## src/rtl/mem_pkg.sv

```systemverilog
// Shared types and defaults for the backing-memory controller.
// Widths here match the cache-side command fields.
package mem_pkg;

  localparam int ADDR_W_DEF   = 5;
  localparam int DATA_W_DEF   = 8;
  localparam int LATENCY_DEF  = 3;
  localparam int CACHE_TAG_W  = ADDR_W_DEF;
  localparam int CACHE_DATA_W = DATA_W_DEF;

  typedef enum logic [2:0] {
    IDLE,
    WB_WAIT,
    WB_WRITE,
    ACC_WAIT,
    ACCESS,
    RESP
  } state_t;

  function automatic int cnt_w(input int lat);
    return (lat < 1) ? 1 : $clog2(lat + 1);
  endfunction

endpackage

```

## src/rtl/ram_array.sv

```systemverilog
// Single-port RAM, synchronous write and read.
// Power-up contents read back as RAM[a] = a.
module ram_array #(
  parameter int ADDR_W = 5,
  parameter int DATA_W = 8
) (
  input  logic              clk_i,
  input  logic              we_i,
  input  logic              re_i,
  input  logic [ADDR_W-1:0] addr_i,
  input  logic [DATA_W-1:0] wdata_i,
  output logic [DATA_W-1:0] rdata_o
);

  localparam int DEPTH = 2 ** ADDR_W;

  logic [DATA_W-1:0] mem_q [DEPTH];
  logic [DATA_W-1:0] rdata_q;
  logic [DATA_W-1:0] key;

  // Cells hold data XOR address, so an all-zero power-up reads as RAM[a] = a.
  assign key = DATA_W'(addr_i);

  always_ff @(posedge clk_i) begin
    if (we_i) mem_q[addr_i] <= wdata_i ^ key;
    if (re_i) rdata_q <= mem_q[addr_i] ^ key;
  end

  assign rdata_o = rdata_q;

endmodule

```

## src/rtl/mem_ctrl.sv

```systemverilog
// Backing-memory controller: optional dirty write-back, then
// a latency-delayed store or refill read with a done pulse.
module mem_ctrl
  import mem_pkg::*;
#(
  parameter int ADDR_W  = CACHE_TAG_W,
  parameter int DATA_W  = CACHE_DATA_W,
  parameter int LATENCY = LATENCY_DEF
) (
  input  logic              clock,
  input  logic              reset,
  input  logic              cmd_valid,
  output logic              cmd_ready,
  input  logic              cmd_we,
  input  logic [ADDR_W-1:0] cmd_addr,
  input  logic [DATA_W-1:0] cmd_wdata,
  input  logic              evict_valid,
  input  logic [ADDR_W-1:0] evict_addr,
  input  logic [DATA_W-1:0] evict_data,
  output logic [DATA_W-1:0] rsp_data,
  output logic              mem_access_done,
  output logic              busy
);

  localparam int CW = cnt_w(LATENCY);
  localparam bit NO_WAIT = (LATENCY == 0);
  localparam logic [CW-1:0] LAST =
    CW'((LATENCY > 0) ? LATENCY - 1 : 0);

  state_t            state_q, state_d;
  logic [CW-1:0]     cnt_q, cnt_d;
  logic [DATA_W-1:0] rsp_q, rsp_d;

  logic              we_q;
  logic [ADDR_W-1:0] addr_q;
  logic [DATA_W-1:0] wdata_q;
  logic [ADDR_W-1:0] eaddr_q;
  logic [DATA_W-1:0] edata_q;

  logic              accept;
  logic              ram_we, ram_re;
  logic [ADDR_W-1:0] ram_addr;
  logic [DATA_W-1:0] ram_wdata, ram_rdata;
  logic [DATA_W-1:0] resp_val;

  assign accept   = (state_q == IDLE) && cmd_valid;
  assign resp_val = we_q ? wdata_q : ram_rdata;

  always_ff @(posedge clock or negedge reset) begin
    if (!reset) begin
      state_q <= IDLE;
      cnt_q   <= '0;
      rsp_q   <= '0;
      we_q    <= 1'b0;
      addr_q  <= '0;
      wdata_q <= '0;
      eaddr_q <= '0;
      edata_q <= '0;
    end else begin
      state_q <= state_d;
      cnt_q   <= cnt_d;
      rsp_q   <= rsp_d;
      if (accept) begin
        we_q    <= cmd_we;
        addr_q  <= cmd_addr;
        wdata_q <= cmd_wdata;
        eaddr_q <= evict_addr;
        edata_q <= evict_data;
      end
    end
  end

  always_comb begin
    state_d   = state_q;
    cnt_d     = cnt_q;
    rsp_d     = rsp_q;
    ram_we    = 1'b0;
    ram_re    = 1'b0;
    ram_addr  = addr_q;
    ram_wdata = wdata_q;
    unique case (state_q)
      IDLE: begin
        if (cmd_valid) begin
          cnt_d = '0;
          if (evict_valid)
            state_d = NO_WAIT ? WB_WRITE : WB_WAIT;
          else
            state_d = NO_WAIT ? ACCESS : ACC_WAIT;
        end
      end
      WB_WAIT: begin
        if (cnt_q == LAST) state_d = WB_WRITE;
        else cnt_d = cnt_q + CW'(1);
      end
      WB_WRITE: begin
        ram_we    = 1'b1;
        ram_addr  = eaddr_q;
        ram_wdata = edata_q;
        cnt_d     = '0;
        state_d   = NO_WAIT ? ACCESS : ACC_WAIT;
      end
      ACC_WAIT: begin
        if (cnt_q == LAST) state_d = ACCESS;
        else cnt_d = cnt_q + CW'(1);
      end
      ACCESS: begin
        ram_we  = we_q;
        ram_re  = !we_q;
        state_d = RESP;
      end
      RESP: begin
        rsp_d   = resp_val;
        state_d = IDLE;
      end
      default: state_d = IDLE;
    endcase
  end

  ram_array #(
    .ADDR_W (ADDR_W),
    .DATA_W (DATA_W)
  ) u_ram (
    .clk_i   (clock),
    .we_i    (ram_we),
    .re_i    (ram_re),
    .addr_i  (ram_addr),
    .wdata_i (ram_wdata),
    .rdata_o (ram_rdata)
  );

  assign cmd_ready       = (state_q == IDLE);
  assign busy            = (state_q != IDLE);
  assign mem_access_done = (state_q == RESP);
  assign rsp_data        = (state_q == RESP) ? resp_val : rsp_q;

endmodule

```

## config.mk

```make
export PLATFORM = sky130hd
export DESIGN_NAME = mem_ctrl
export DESIGN_NICKNAME = d
export VERILOG_FILES = /design/src/rtl/mem_pkg.sv /design/src/rtl/ram_array.sv /design/src/rtl/mem_ctrl.sv
export SDC_FILE = /design/constraint.sdc
export NUM_CORES = 1
export LEC_CHECK = 0
export CORE_MARGIN = 1
export CORE_UTILIZATION = 25
export DETAILED_ROUTE_END_ITERATION = 16
export PLACE_DENSITY = 0.42
export SLEW_MARGIN = 20
export SYNTH_ARGS = -nofsm -noshare
export SYNTH_HDL_FRONTEND = slang
export SYNTH_SLANG_ARGS = --single-unit
export TNS_END_PERCENT = 1
```

## constraint.sdc

```tcl
create_clock -name clock -period 4.55 [get_ports clock]
set_clock_uncertainty 0.2 [all_clocks]
set_input_delay 0.91 -clock clock [delete_from_list [all_inputs] [get_ports clock]]
set_output_delay 0.91 -clock clock [all_outputs]
set_load 0.02 [all_outputs]
```

==> results of run 1 <==
==> per-stage QoR <==
step           total power (uW)  cell area (um2)  util (%)  setup WS, ps
3_3_place_gp               9220            13800      28.2           603
4_1_cts                   12000            14900      30.4           576
3_5_place_dp               9240            13800      28.2           581
6_report                  11800            14900      30.4           529
5_1_grt                   12400            14900      30.4           404
2_1_floorplan              7140            12400         -          1250
==> placed cells by master, fill, tap and decap left out, types with 15 or more instances in the layout <==
cell	synthesis	layout
a21oi_1	29	29
a22oi_1	15	15
a31oi_1	19	17
buf_4	7	42
clkbuf_16	0	36
clkdlybuf4s50_1	0	40
dfrtp_1	40	40
edfxtp_1	264	264
mux2_2	28	28
mux2i_1	36	35
nand2_1	122	120
nor2_1	39	39
o21ai_0	15	15
o221ai_1	18	18
==> sequential cells by signal (all words and copies together), names as in the netlist <==
signal / cells
cnt_q: 2
addr_q: 5
u_ram.mem_q: 256
we_q: 1
wdata_q: 8
state_q: 3
eaddr_q: 5
u_ram.rdata_o: 8
edata_q: 8
rsp_q: 8
==> path summary, 6_finish.rpt <==
path / to / from / depth (start not counted)
hold / removal: rsp_q[7]$_DFF_PN0_ / rsp_q[7]$_DFF_PN0_ / 2
setup reg to reg: u_ram.rdata_o[0]$_DFFE_PP_ / state_q[0]$_DFFE_PN0P_ / 9
setup / recovery: u_ram.rdata_o[0]$_DFFE_PP_ / state_q[0]$_DFFE_PN0P_ / 9
hold reg to reg: rsp_q[7]$_DFF_PN0_ / rsp_q[7]$_DFF_PN0_ / 2
min in group asynchronous: eaddr_q[1]$_DFFE_PN0P_ / reset / 1
max in group asynchronous: addr_q[4]$_DFFE_PN0P_ / reset / 1
==> kinds of logic after synthesis <==
| family | Yosys count | synth area share [%] |
|---|---|---|
| DFF | 304 | 72.3 |
| and+or+nand+nor | 221 | 7.89 |
| buffers and inverters | 59 | 2.62 |
| AOI/OAI and AO/OA | 140 | 7.80 |
| xor gates and xnor gates | 8 | 0.567 |
| muxes | 82 | 8.75 |
| adders and majority gates | 1 | 0.101 |
==> final cells by class <==
type                            instances  share of cell area [%]
Timing Repair Buffer                   87                    5.39
Sequential cell                       304                    60.1
Clock inverter                         14                   0.867
Inverter                                8                   0.202
Tap cell                              664                    5.59
Multi-Input combinational cell        452                    21.4
Clock buffer                           47                    6.47
==> report_power, final <==
group	internal [uW]	switching (uW)	total [uW]	leakage, uW
Clock	1600	1110	2700	0.000536
Combinational	1590	3180	4770	0.00159
Sequential	4110	209	4320	0.00287
Total	7290	4490	11800	0.00500
==> tightest hold or removal path, stage by stage (launching register included) <==
cell and delay (ps):
dfrtp_1 320, nand2_1 40, o21ai_0 90
==> metal layers <==
| metal | wire (um) | global-route usage (%) | up-vias |
|---|---|---|---|
| met5 | 0 | 0 | - |
| met1 | 16300 | 19.2 | 3624 |
| met2 | 16300 | 22.6 | 193 |
| li1 | - | - | 3293 |
| met3 | 1840 | 2.97 | 39 |
| met4 | 572 | 3.55 | 0 |
==> metrics, run 1 <==
outcome finished, final reports clean; Worst-Margin Slew 1150 ps; RSZ-0062 raised after global routing false; Post-Syn Nets 847; First-pass DRT Iterations 4; Tcrit/Tclk final 88.4%; Slew Viols, Final 0; Multi-input gate area 3190 um2; Post-synth ARST share 13.2%; crit-path cells or3b_1 -> a21oi_4 -> buf_12 -> buf_4 -> a21oi_1 -> a22oi_1 -> o22ai_1 -> nor4_2 -> xnor2_1; largest net degree at the start of global routing 58; DP Wirelength 22.5 mm; drt wl/cell 22.2 um; register area share after synthesis 72.3%; I/O pins 42; Final Hold Fails 0; Vias 7149; 1st-iter DRT viols 554; Slew headroom 23.3%; Num CTS Buffers 35; Power Density 793 nW/um2; total gr overflow 0; static leakage power 0.00500 uW; area leader, netlist edfxtp_1; top post-synthesis cells by count edfxtp_1, nand2_1, dfrtp_1, nor2_1, mux2i_1; initial antenna violation count 0; ant diodes 0; Die H 224 um; final setup violation count 0; top cells by area, synth edfxtp_1, dfrtp_1, nand2_1; crit path DAT 4080 ps; Placer Congestion 0.791; Max Cap Viol 0; Seq. cell area 8930 um2; flop2flop setup slack 530 ps; first-pass GRT wire length 51.5 mm; Initial Util 25.3%; Critical Path RT 4610 ps; Area Overhead vs Synth 20.3%; maximum VDD drop 0.000307 V; most frequent cell after synthesis edfxtp_1; crit-path max FO 34; CP Capture Type flop; Residual DRC 0; final hold slack 295 ps; Post-Syn Area 12400 um2; CTS HTree Levels 2; vias in the first global route 7337; Total GRT Usage 14.0%; worst hold path class flop to flop; Slowest cell on crit path or3b_1; number of library cell types mapped by synthesis 51; Final Critical Period 4020 ps; TNS Setup 0 ps; Die Width 224 um; Clock Root Buffer clkbuf_16; share of cells above drive strength 1 17.1%; Clock Latency Late Sink 530 ps; site row count 81; CTS tree built; Die ar. 50300 um2; crit path kind flop to flop; Final ANT Viol Nets 0; Synth top area share 64.2%; worst path bufs/invs 2; Reg clk slew, reported paths 60 ps; Nets 920; routed vias/inst 4.54; Max Freq 0.249 GHz; Sink Count 304; Synth Area per Inst 15.2 um2; clock tree buffer depth 3; Post-Synthesis Cells 815; I/O Buffers 41; Post-CTS Resized 0; critical path startpoint category flop; Yosys Warn Count 0; dpl cells 1515; Setup Buffers After CTS 0; core area 48800 um2; Largest delay share family, worst path simple AND/OR/NAND/NOR gates; ys flop type edfxtp_1; Finished Layout Cells 1576; hold-fix buffer count after cts 0; CP peak stage delay 790 ps; FF+latch count, synth 304; WL final 35.0 mm; Filler cells 4912; EDFF count, synth 264
Power figures use the tool's default switching activity.
==> run 2, diff against run 1 <==
- SYNTH_HIERARCHICAL: not set -> 1
==> run 2 against run 1 <==
Effect of this change: sequential share of layout area is 0.94 points higher; via count decreased by 16%; first-iteration DRC count down 8.8%; critical path depth down 3; combinational power down 13%; critical path type unchanged; highest routed layer unchanged.
==> metrics, run 2 <==
Reg clk slew, reported paths 60 ps; drt wl/cell 22.4 um; Reg2Reg Depth 6; Die Width 223 um; Total GRT Usage 12.4%; Die ar. 49700 um2; core area 47900 um2; commonest non-fill, non-tap cell in the layout edfxtp_1; Synth Area per Inst 19.8 um2; Slew Viols, Final 0; Slew headroom 23.0%; ys flop type edfxtp_1; Power Density 766 nW/um2; RSZ-0062 raised after global routing false; top cells by area, synth edfxtp_1, mux4_2, dfrtp_1; Synth top area share 65.0%; static leakage power 0.00483 uW; Clock Latency Late Sink 530 ps; TNS Setup 0 ps; Die H 223 um; Yosys Warn Count 6; register area share after synthesis 73.2%; CTS HTree Levels 2; share of cells above drive strength 1 29.1%; I/O Buffers 41; Final ANT Viol Nets 0; most frequent cell after synthesis edfxtp_1; worst hold path class flop to flop; Setup Buffers After CTS 0; site row count 80; Post-synth ARST share 13.2%; Post-CTS Resized 0; vias in the first global route 6231; Post-Synthesis Cells 615; Post-Syn Area 12200 um2; Tcrit/Tclk final 87.0%; CTS tree built; Max Cap Viol 0; Num CTS Buffers 35; dpl cells 1276; final setup violation count 0; 1st-iter DRT viols 505; largest net degree at the start of global routing 42; first-pass GRT wire length 44.3 mm; routed vias/inst 4.46; Final Hold Fails 0; area leader, netlist edfxtp_1; top post-synthesis cells by count edfxtp_1, mux4_2, dfrtp_1, nor2_1, mux2i_1; clock tree buffer depth 3; WL final 30.1 mm; Vias 5974; hold path cells 2; Biggest register u_ram/mem_q; hold-fix buffer count after cts 0; most frequent cells in the layout edfxtp_1, mux4_2, dfrtp_1, clkdlybuf4s50_1, nor2_1; Final Critical Period 3960 ps; crit path DAT 3890 ps; max FFs per register 256; Post-Syn Nets 647; Clock Root Buffer clkbuf_16; First-pass DRT Iterations 5; Sink Count 304; Nets 730; critical path startpoint category flop; maximum VDD drop 0.000290 V; Max Freq 0.253 GHz; number of library cell types mapped by synthesis 42; Critical Path RT 4480 ps; Placer Congestion 0.738; Residual DRC 0; DP Wirelength 19.5 mm; initial antenna violation count 1; Finished Layout Cells 1340; Initial Util 25.4%; Area Overhead vs Synth 20.0%; placed cell area 13500 um2; CP Capture Type flop; Worst-Margin Slew 1150 ps; FF+latch count, synth 304; Filler cells 4610; I/O pins 42; crit path kind flop to flop; Final Cell Area 14600 um2; ant diodes 0; EDFF count, synth 264; total gr overflow 0; crit-path max FO 41; outcome finished, final reports clean
run 2: cell count changes in the layout (fill, tap and decap cells not counted), sizes merged, moves of 10 or more:
cell / previous run / this run
o221ai: 18 / 1
a22oi: 15 / 3
a21oi: 30 / 7
mux2i: 37 / 23
and3: 11 / 1
mux4: 16 / 65
mux2: 29 / 41
nand2: 122 / 20
a31oi: 19 / 0
run 2: logic make-up after synthesis:
logic type      share of synthesized area [%]
flops                                    73.2
buf+inv                                  2.18
compound gates                           1.99
simple gates                             3.74
xor+xnor                                0.503
fa+ha+maj                               0.103
mux                                      18.3
run 2: report_power, final:
group	leakage, uW	internal, uW	switching [uW]	total, uW
Clock	0.000540	1650	1120	2760
Sequential	0.00287	4120	165	4280
Combinational	0.00142	1630	2530	4160
run 2: layer usage:
| layer | vias up | global-route usage (%) | share of wire (%) |
|---|---|---|---|
| met2 | 145 | 19.8 | 47 |
| met4 | 0 | 3.89 | 2.4 |
| met5 | - | 0 | 0 |
| li1 | 2631 | - | - |
| met3 | 44 | 2.67 | 4.5 |
| met1 | 3154 | 16.7 | 46 |
run 2: area by class of cell:
cell class | count | area, um2 | share of cell area, %
clock buffer | 40 | 895 | 6.11
tap | 615 | 769 | 5.26
sequential | 304 | 8930 | 61.0
inverter | 7 | 26.3 | 0.180
multi-input combinational | 271 | 3070 | 21.0
timing repair buffer | 79 | 716 | 4.89
clock inverter | 24 | 231 | 1.58
run 2: final timing paths:
check | from | end | slack [ps]
setup / recovery | state_q[1]$_DFFE_PN0P_ | u_ram/mem_q[24][4]$_DFFE_PP_ | 590
hold / removal | rsp_q[2]$_DFF_PN0_ | rsp_q[2]$_DFF_PN0_ | 290
setup reg to reg | state_q[1]$_DFFE_PN0P_ | u_ram/mem_q[24][4]$_DFFE_PP_ | 590
hold reg to reg | rsp_q[2]$_DFF_PN0_ | rsp_q[2]$_DFF_PN0_ | 290
max in group asynchronous | reset | addr_q[0]$_DFFE_PN0P_ | 3230
min in group asynchronous | reset | cnt_q[0]$_DFFE_PN0P_ | 330
run 2: critical path, cell delays in order (launching register included):
cell and delay [ps]:
dfrtp_1 480, or2b_1 290, nor2_1 110, buf_4 260, mux2_4 560, or3b_2 690, nor2_1 910
run 2: metrics by stage:
stage / power [uW] / setup slack, ps / hold WS (ps) / utilization (%)
after floorplan: 7010 / 908 / 275 / -
after global placement: 8500 / 686 / 283 / 28.1
after detailed placement: 8570 / 601 / 285 / 28.2
after CTS: 11400 / 588 / 298 / 30.5
after global routing: 11800 / 400 / 311 / 30.5
final: 11200 / 590 / 294 / 30.5
